File: src/rtl/sipo_frame_ctrl.sv
// Serial-frame capture controller: arms on frame_start, shifts WIDTH qualified
// bits (MSB first) plus an optional parity bit, then loads a one-deep output
// buffer that is drained with a valid/ready handshake.
//
// Ports:
//   clk, rst          - clock and synchronous active-high reset
//   frame_start       - begins or restarts a frame
//   serial_in         - serial data, qualified by bit_valid
//   bit_valid         - serial_in is meaningful this cycle
//   data_out          - captured word, first-received bit at MSB
//   data_valid        - buffer holds a word
//   data_ready        - consumer accepts the buffered word
//   parity_err        - parity mismatch for the buffered word
//   overrun           - sticky, a completed word was dropped
//   overrun_clr       - clears overrun (a same-cycle set wins)
//   busy              - a frame is in progress
module sipo_frame_ctrl #(
  parameter int unsigned WIDTH      = 8,
  parameter bit          PARITY_EN  = 1'b1,
  parameter bit          PARITY_ODD = 1'b0
) (
  input  logic             clk,
  input  logic             rst,
  input  logic             frame_start,
  input  logic             serial_in,
  input  logic             bit_valid,
  output logic [WIDTH-1:0] data_out,
  output logic             data_valid,
  input  logic             data_ready,
  output logic             parity_err,
  output logic             overrun,
  input  logic             overrun_clr,
  output logic             busy
);

  localparam int unsigned CNT_W = $clog2(WIDTH + 1);

  typedef enum logic [1:0] {
    IDLE   = 2'd0,
    SHIFT  = 2'd1,
    PARITY = 2'd2
  } state_e;

  state_e             state_q, state_d;
  logic [WIDTH-1:0]   shreg_q, shreg_d;
  logic [CNT_W-1:0]   cnt_q, cnt_d;
  logic [WIDTH-1:0]   data_out_q, data_out_d;
  logic               data_valid_q, data_valid_d;
  logic               parity_err_q, parity_err_d;
  logic               overrun_q, overrun_d;
  logic               busy_q, busy_d;

  logic               complete_c;
  logic [WIDTH-1:0]   word_c;
  logic               perr_c;
  logic               ov_set_c;

  // Next-state, frame sequencing and output buffer update.
  always_comb begin
    state_d      = state_q;
    shreg_d      = shreg_q;
    cnt_d        = cnt_q;
    data_out_d   = data_out_q;
    data_valid_d = data_valid_q;
    parity_err_d = parity_err_q;
    overrun_d    = overrun_q;
    complete_c   = 1'b0;
    word_c       = shreg_q;
    perr_c       = 1'b0;
    ov_set_c     = 1'b0;

    case (state_q)
      IDLE: begin
        if (frame_start) begin
          state_d = SHIFT;
          cnt_d   = '0;
          shreg_d = '0;
        end
      end
      SHIFT: begin
        if (frame_start) begin
          // Restart has priority over any bit in the same cycle.
          cnt_d   = '0;
          shreg_d = '0;
        end else if (bit_valid) begin
          shreg_d = {shreg_q[WIDTH-2:0], serial_in};
          cnt_d   = cnt_q + CNT_W'(1);
          if (cnt_q == CNT_W'(WIDTH - 1)) begin
            if (PARITY_EN) begin
              state_d = PARITY;
            end else begin
              state_d    = IDLE;
              complete_c = 1'b1;
              word_c     = shreg_d;
            end
          end
        end
      end
      PARITY: begin
        if (frame_start) begin
          state_d = SHIFT;
          cnt_d   = '0;
          shreg_d = '0;
        end else if (bit_valid) begin
          state_d    = IDLE;
          complete_c = 1'b1;
          word_c     = shreg_q;
          perr_c     = ((^shreg_q) ^ serial_in) != PARITY_ODD;
        end
      end
      default: state_d = IDLE;
    endcase

    if (data_valid_q && data_ready) begin
      data_valid_d = 1'b0;
    end

    // A finished word loads if the buffer is empty or draining this edge.
    if (complete_c) begin
      if (!data_valid_q || data_ready) begin
        data_out_d   = word_c;
        parity_err_d = perr_c;
        data_valid_d = 1'b1;
      end else begin
        ov_set_c = 1'b1;
      end
    end

    if (overrun_clr) begin
      overrun_d = 1'b0;
    end
    if (ov_set_c) begin
      overrun_d = 1'b1;
    end

    busy_d = (state_d != IDLE);
  end

  // State and output registers.
  always_ff @(posedge clk) begin
    if (rst) begin
      state_q      <= IDLE;
      shreg_q      <= '0;
      cnt_q        <= '0;
      data_out_q   <= '0;
      data_valid_q <= 1'b0;
      parity_err_q <= 1'b0;
      overrun_q    <= 1'b0;
      busy_q       <= 1'b0;
    end else begin
      state_q      <= state_d;
      shreg_q      <= shreg_d;
      cnt_q        <= cnt_d;
      data_out_q   <= data_out_d;
      data_valid_q <= data_valid_d;
      parity_err_q <= parity_err_d;
      overrun_q    <= overrun_d;
      busy_q       <= busy_d;
    end
  end

  assign data_out   = data_out_q;
  assign data_valid = data_valid_q;
  assign parity_err = parity_err_q;
  assign overrun    = overrun_q;
  assign busy       = busy_q;

endmodule

File: config.mk
export PLATFORM = sky130hd
export DESIGN_NAME = sipo_frame_ctrl
export DESIGN_NICKNAME = d
export VERILOG_FILES = /design/src/rtl/sipo_frame_ctrl.sv
export SDC_FILE = /design/constraint.sdc
export NUM_CORES = 1
export LEC_CHECK = 0
export ABC_AREA = 1
export CORE_ASPECT_RATIO = 1.5
export CORE_MARGIN = 4
export CORE_UTILIZATION = 52
export CTS_CLUSTER_SIZE = 16
export DETAILED_ROUTE_END_ITERATION = 8
export GPL_TIMING_DRIVEN = 0
export PLACE_DENSITY_LB_ADDON = 0.2
export SYNTH_ARGS = -nofsm -noshare
export SYNTH_HDL_FRONTEND = slang
export SYNTH_SLANG_ARGS = --single-unit
File: constraint.sdc
create_clock -name clk -period 1.4 [get_ports clk]
set_input_delay 0.28 -clock clk [delete_from_list [all_inputs] [get_ports clk]]
set_output_delay 0.28 -clock clk [all_outputs]
set_load 0.1 [all_outputs]
# After elaboration in Yosys (flattened, before gate mapping)
# Cells that the tools add are included.
[totals] regBits=26 in_bits=7 output_inout_bits=12 elab_cells=54
[classes] add_sub_neg=1 eq_ne=5 mux=28 bitwise_logic=1 n_reduce_logical=11
[op_table] op="$mux W8" n=3
[op_table] op="$pmux W8 S2" n=1
[op_table] op="$mux W1" n=13
[op_table] op="$mux W2" n=6
[op_table] op="$mux W4" n=3
[op_table] op="$pmux W4 S2" n=1
[op_table] op="$reduce_xor A8 Y1" n=1
[op_table] op="$pmux W2 S3" n=1
[op_table] op="$reduce_bool A2 Y1" n=3
[op_table] op="$add A4 B1 Y4 const B" n=1
[op_table] op="$eq A4 B3 Y1 const B" n=1
[op_table] op="$ne A3 B3 Y1 const B" n=1
[op_table] op="$reduce_and A3 Y1" n=1
[op_table] op="$eq A2 B1 Y1 const B" n=1
[op_table] op="$eq A2 B2 Y1 const B" n=1
[op_table] op="$logic_not A2 Y1" n=1
[op_table] op="$ne A2 B1 Y1 const B" n=1
[op_table] op="$reduce_and A2 Y1" n=1
[op_table] op="$reduce_or A2 Y1" n=1
[op_table] op="$logic_and A1 B1 Y1" n=1
[op_table] op="$logic_not A1 Y1" n=1
[op_table] op="$logic_or A1 B1 Y1" n=1
[op_table] op="$xor A1 B1 Y1" n=1

# Longest topological paths before layout
# Gate-level depths: netlist (run 1).
[logic_depth] word_depth=6 mapped_depth=11 depth_no_buf=11

# Worst setup path before layout (run 1)
# No wires, ideal clock.
[synth_path] kind="reg2reg" start="register data_valid_q (netlist: data_valid)" end="register data_out_q[2] (netlist: data_out[2])" setup_ns=0.070 arrival_time_ns=1.657 required_ns=1.330 slack_ns=-0.327 stages_incl_launch_ff=7 path_buffers=0 synth_period_minus_slack_ns=1.727 cell_sequence="dfxtp_1 inv_1 nor2_2 nor2_8 inv_6 nand2_1 a21oi_1"
[synth_between] elab_chain_cells=3
[synth_lines] item="start: declaration" line_no="48" source="logic data_valid_q, data_valid_d;"
[synth_lines] item="start signal: assignment" line_no="155" source="data_valid_q <= data_valid_d;"
[synth_lines] item="$logic_not A1 Y1" line_no="120" source="if (!data_valid_q || data_ready) begin"
[synth_lines] item="$logic_or A1 B1 Y1" line_no="120"
[synth_lines] item="$reduce_and A2 Y1 (no source line)"
[synth_lines] item="end signal: assignment" line_no="154" source="data_out_q <= data_out_d;"
[synth_lines] item="end: declaration" line_no="47" source="logic [WIDTH-1:0] data_out_q, data_out_d;"
# Every way passes these cells.
# A chain may end at the register's enable or synchronous reset.

# Worst setup path in the final report (run 1)
[layout_path] start="register data_out_q[1] (netlist: data_out[1])" end="output data_out[1]"
[layout_lines] item="end: declaration" line_no="27" source="output logic [WIDTH-1:0] data_out,"
# No word-level cell between the ends.

==> flow_metrics.env, run 1 <==
export IMPL_outcome="finished clean"
export IMPL_clk_pin_slew_ns=0.13
export IMPL_synthesis_area_um2=1240
export IMPL_cts_buffers=3
export IMPL_ys_ff_latch=26
export IMPL_io_buffers=17
export IMPL_worst_slew_pin_slew_ns=0.477
export IMPL_cp_required_ns=1.12
export IMPL_dpl_cell_count=224
export IMPL_first_pass_iters=4
export IMPL_pwr_share_clk_pct=25.5
export IMPL_grt_pass1_vias=1135
export IMPL_worst_ir_drop_vdd_mv=0.511
export IMPL_synth_top_cell_by_area="dfxtp_1"
export IMPL_arrival_ns=1.00
export IMPL_start_util_pct=55.0
export IMPL_wl_per_cell_um=11.3
export IMPL_cts_tree="built"
export IMPL_slowest_delay_ns=0.39
export IMPL_cellLeakagePower_nw=0.605
export IMPL_grt_ovfl_total=0
export IMPL_powerDensity_nw_per_um2=848
export IMPL_cp_slowest_cell="dfxtp_1"
export IMPL_nets=214
export IMPL_cp_top_family="flip-flops"
export IMPL_die_w_um=47.9
export IMPL_root_buffer="clkbuf_4"
export IMPL_crit_fanout=2
export IMPL_ant_nets=0
export IMPL_dpl_hpwl_um=2040
export IMPL_relSlewSlack_pct=68.2
export IMPL_finalWeightedCongestion=0.740
export IMPL_final_cell_area_um2=1440
export IMPL_dr_total_vias=1192
export IMPL_fin_skew_ns=0.00792
export IMPL_power_switching_w=0.000312
export IMPL_end_kind="output port"
export IMPL_clock_latency_ns=0.31
export IMPL_crit_chain="buf_4"
export IMPL_grtUsageMet2_pct=35.6
export IMPL_dr_first_iter_drc_count=29
export IMPL_die_height_um=67.9
export IMPL_fin_total_pwr_w=0.00122
export IMPL_die_area_um2=3250
export IMPL_grt_busiest_layer="met2"
export IMPL_grt_pass1_wl_um=4390
export IMPL_instances_no_fill=228
export IMPL_drv_slew=0
export IMPL_use_met1_pct=18.0
export IMPL_tns_ns=0
export IMPL_hold_buffers=0
export IMPL_timing_final_crit_share_pct=91.8
export IMPL_antenna_found_initial=0
export IMPL_placed_cell_area_um2=1450
export IMPL_ios=19
export IMPL_avgSynthCellArea_um2=6.76
export IMPL_seqCellArea_um2=526
export IMPL_finalWirelength_um=2570
export IMPL_drc=0
export IMPL_max_freq_mhz=778
export IMPL_synthArstFlopShare_pct=0
export IMPL_p_sw_share_pct=25.4
export IMPL_n_fill_cell=227
export IMPL_viasPerCell=5.23
export IMPL_crit_buf_inv=1
export IMPL_clock_sinks=26
export IMPL_postSynthNetCount=192
export IMPL_synthTopCellsByArea="dfxtp_1, nand2_1, a21oi_1, inv_1, nor2_1"
export IMPL_max_clock_path_buffers=2
export IMPL_grt_max_degree=15
export IMPL_ys_warnings_count=0
export IMPL_rsz0062_at_grt="no"
export IMPL_drive_gt1_share_pct=15.1
export IMPL_internal_power_w=0.000913
export IMPL_n_antenna_cell=0
export IMPL_placementRows=21
export IMPL_synth_edf_count=0
export IMPL_finalHoldViolCount=0
export IMPL_yosysSeqAreaShare_pct=41.9
export IMPL_p_comb_share_pct=12.4
export IMPL_ys_types=25
export IMPL_syn2layout_area_growth_pct=16.1
export IMPL_setup_viol=0
export IMPL_core_area_um2=2260
export IMPL_grt_util_met3_pct=2.63
export IMPL_multi_input_area_um2=597
export IMPL_cts_htree_levels=1
export IMPL_post_cts_buffers=0
export IMPL_seqPwrFrac_pct=62.2
export IMPL_fin_crit_ns=1.28
export IMPL_synth_top_cells_by_count="nand2_1, dfxtp_1, a21oi_1, inv_1, nor2_1"
export IMPL_cts_resized=61
export IMPL_start_kind="flip-flop"
export IMPL_grt_use_total_pct=18.2
export IMPL_yosysMostFrequentCell="nand2_1"
export IMPL_synth_top_area_share_pct=41.9
export IMPL_worst_setup_path_type="reg -> out"
export IMPL_maxCapViolations=0
export IMPL_synth_top_flop_cell="dfxtp_1"
export IMPL_min_path_type="in -> reg"
export IMPL_synthCells=184
-- power by group through the flow --
| stage | combinational (W) | sequential [W] | clock (W) |
|---|---|---|---|
| CTS | 0.000151 | 0.000761 | 0.000317 |
| detailed placement | 0.000152 | 0.000778 | 0 |
| global placement | 0.000147 | 0.000777 | 0 |
| finish | 0.000152 | 0.000761 | 0.000312 |
| global route | 0.000170 | 0.000764 | 0.000357 |
| floorplan | 0.0000930 | 0.000793 | 0 |
-- layout make-up --
type	instances	share of cell area [%]
Timing Repair Buffer	17	9.71
Tap cell	23	1.99
Buffer	4	1.65
Multi-Input combinational cell	128	41.3
Inverter	26	7.11
Sequential cell	26	36.4
Clock buffer	4	1.82
-- flip-flops by register name, summed over array words and instances (netlist names) --
register	count
data_out	8
parity_err	1
busy	1
state_q	2
cnt_q	4
data_valid	1
overrun	1
shreg_q	8
-- routing by layer --
layer / share of wire [%] / vias to the layer above
met5: 0 / -
met4: 1.8 / 0
met3: 3.3 / 7
met2: 56 / 27
met1: 39 / 546
li1: - / 612
-- worst paths after layout --
path / start / endpoint / slack (ns) / depth (start not counted)
min: rst / data_out[0] / 0.26 / 2
max reg2reg: state_q[0] / parity_err / 0.18 / 7
min reg2reg: data_out[2] / data_out[2] / 0.47 / 2
max: data_out[1] / data_out[1] / 0.12 / 1
-- cells in the final DEF, fill, tap and decap left out --
cell,n
nor2_1,8
clkbuf_4,14
o21ai_2,1
dfxtp_1,24
a21oi_2,1
dfxtp_4,1
a21oi_1,22
buf_1,2
xor2_1,1
ha_1,1
a211oi_2,2
nand2_1,77
nor2_8,1
buf_4,1
nand3_1,5
dfxtp_2,1
nor2_2,2
inv_6,1
buf_6,1
clkdlybuf4s50_1,5
buf_2,1
nand3b_1,1
clkbuf_1,1
inv_1,22
inv_2,2
a22oi_1,1
a211oi_1,1
nand2_2,2
o21ai_0,1
clkinv_1,1
nand4_1,1
-- through the flow --
| stage | utilization (%) | hold WS [ns] | setup WS, ns |
|---|---|---|---|
| final | 63.9 | 0.257 | 0.115 |
| after global routing | 63.9 | 0.242 | 0.00642 |
| after CTS | 62.6 | 0.247 | 0.0104 |
| after detailed placement | 64.0 | 0.458 | -0.345 |
| after global placement | 64.0 | 0.448 | -0.331 |
| after floorplan | - | 0.443 | 0.0466 |
-- kinds of logic (layout without fill, tap and decap cells) --
kind of cell	after synthesis	in the layout	share of synthesized area [%]
adders and majority gates	1	1	1.01
DFF	26	26	41.9
xor gates and xnor gates	1	1	0.704
and+or+nand+nor	97	97	32.4
AOI/OAI and AO/OA	29	29	13.9
buffers and inverters	30	51	10.2
Power figures use the tool's default switching activity.
==> inputs of run 2 (changes only) <==
--- a/config.mk
+++ b/config.mk
@@ -6,10 +6,11 @@
 export NUM_CORES = 1
 export LEC_CHECK = 0
 export ABC_AREA = 1
+export CAP_MARGIN = 0
 export CORE_ASPECT_RATIO = 1.5
 export CORE_MARGIN = 4
 export CORE_UTILIZATION = 52
-export CTS_CLUSTER_SIZE = 16
+export CTS_CLUSTER_SIZE = 24
 export DETAILED_ROUTE_END_ITERATION = 8
 export GPL_TIMING_DRIVEN = 0
 export PLACE_DENSITY_LB_ADDON = 0.2
==> results of run 2 <==
The final DEF is identical to that of run 1; final timing and power are the same.
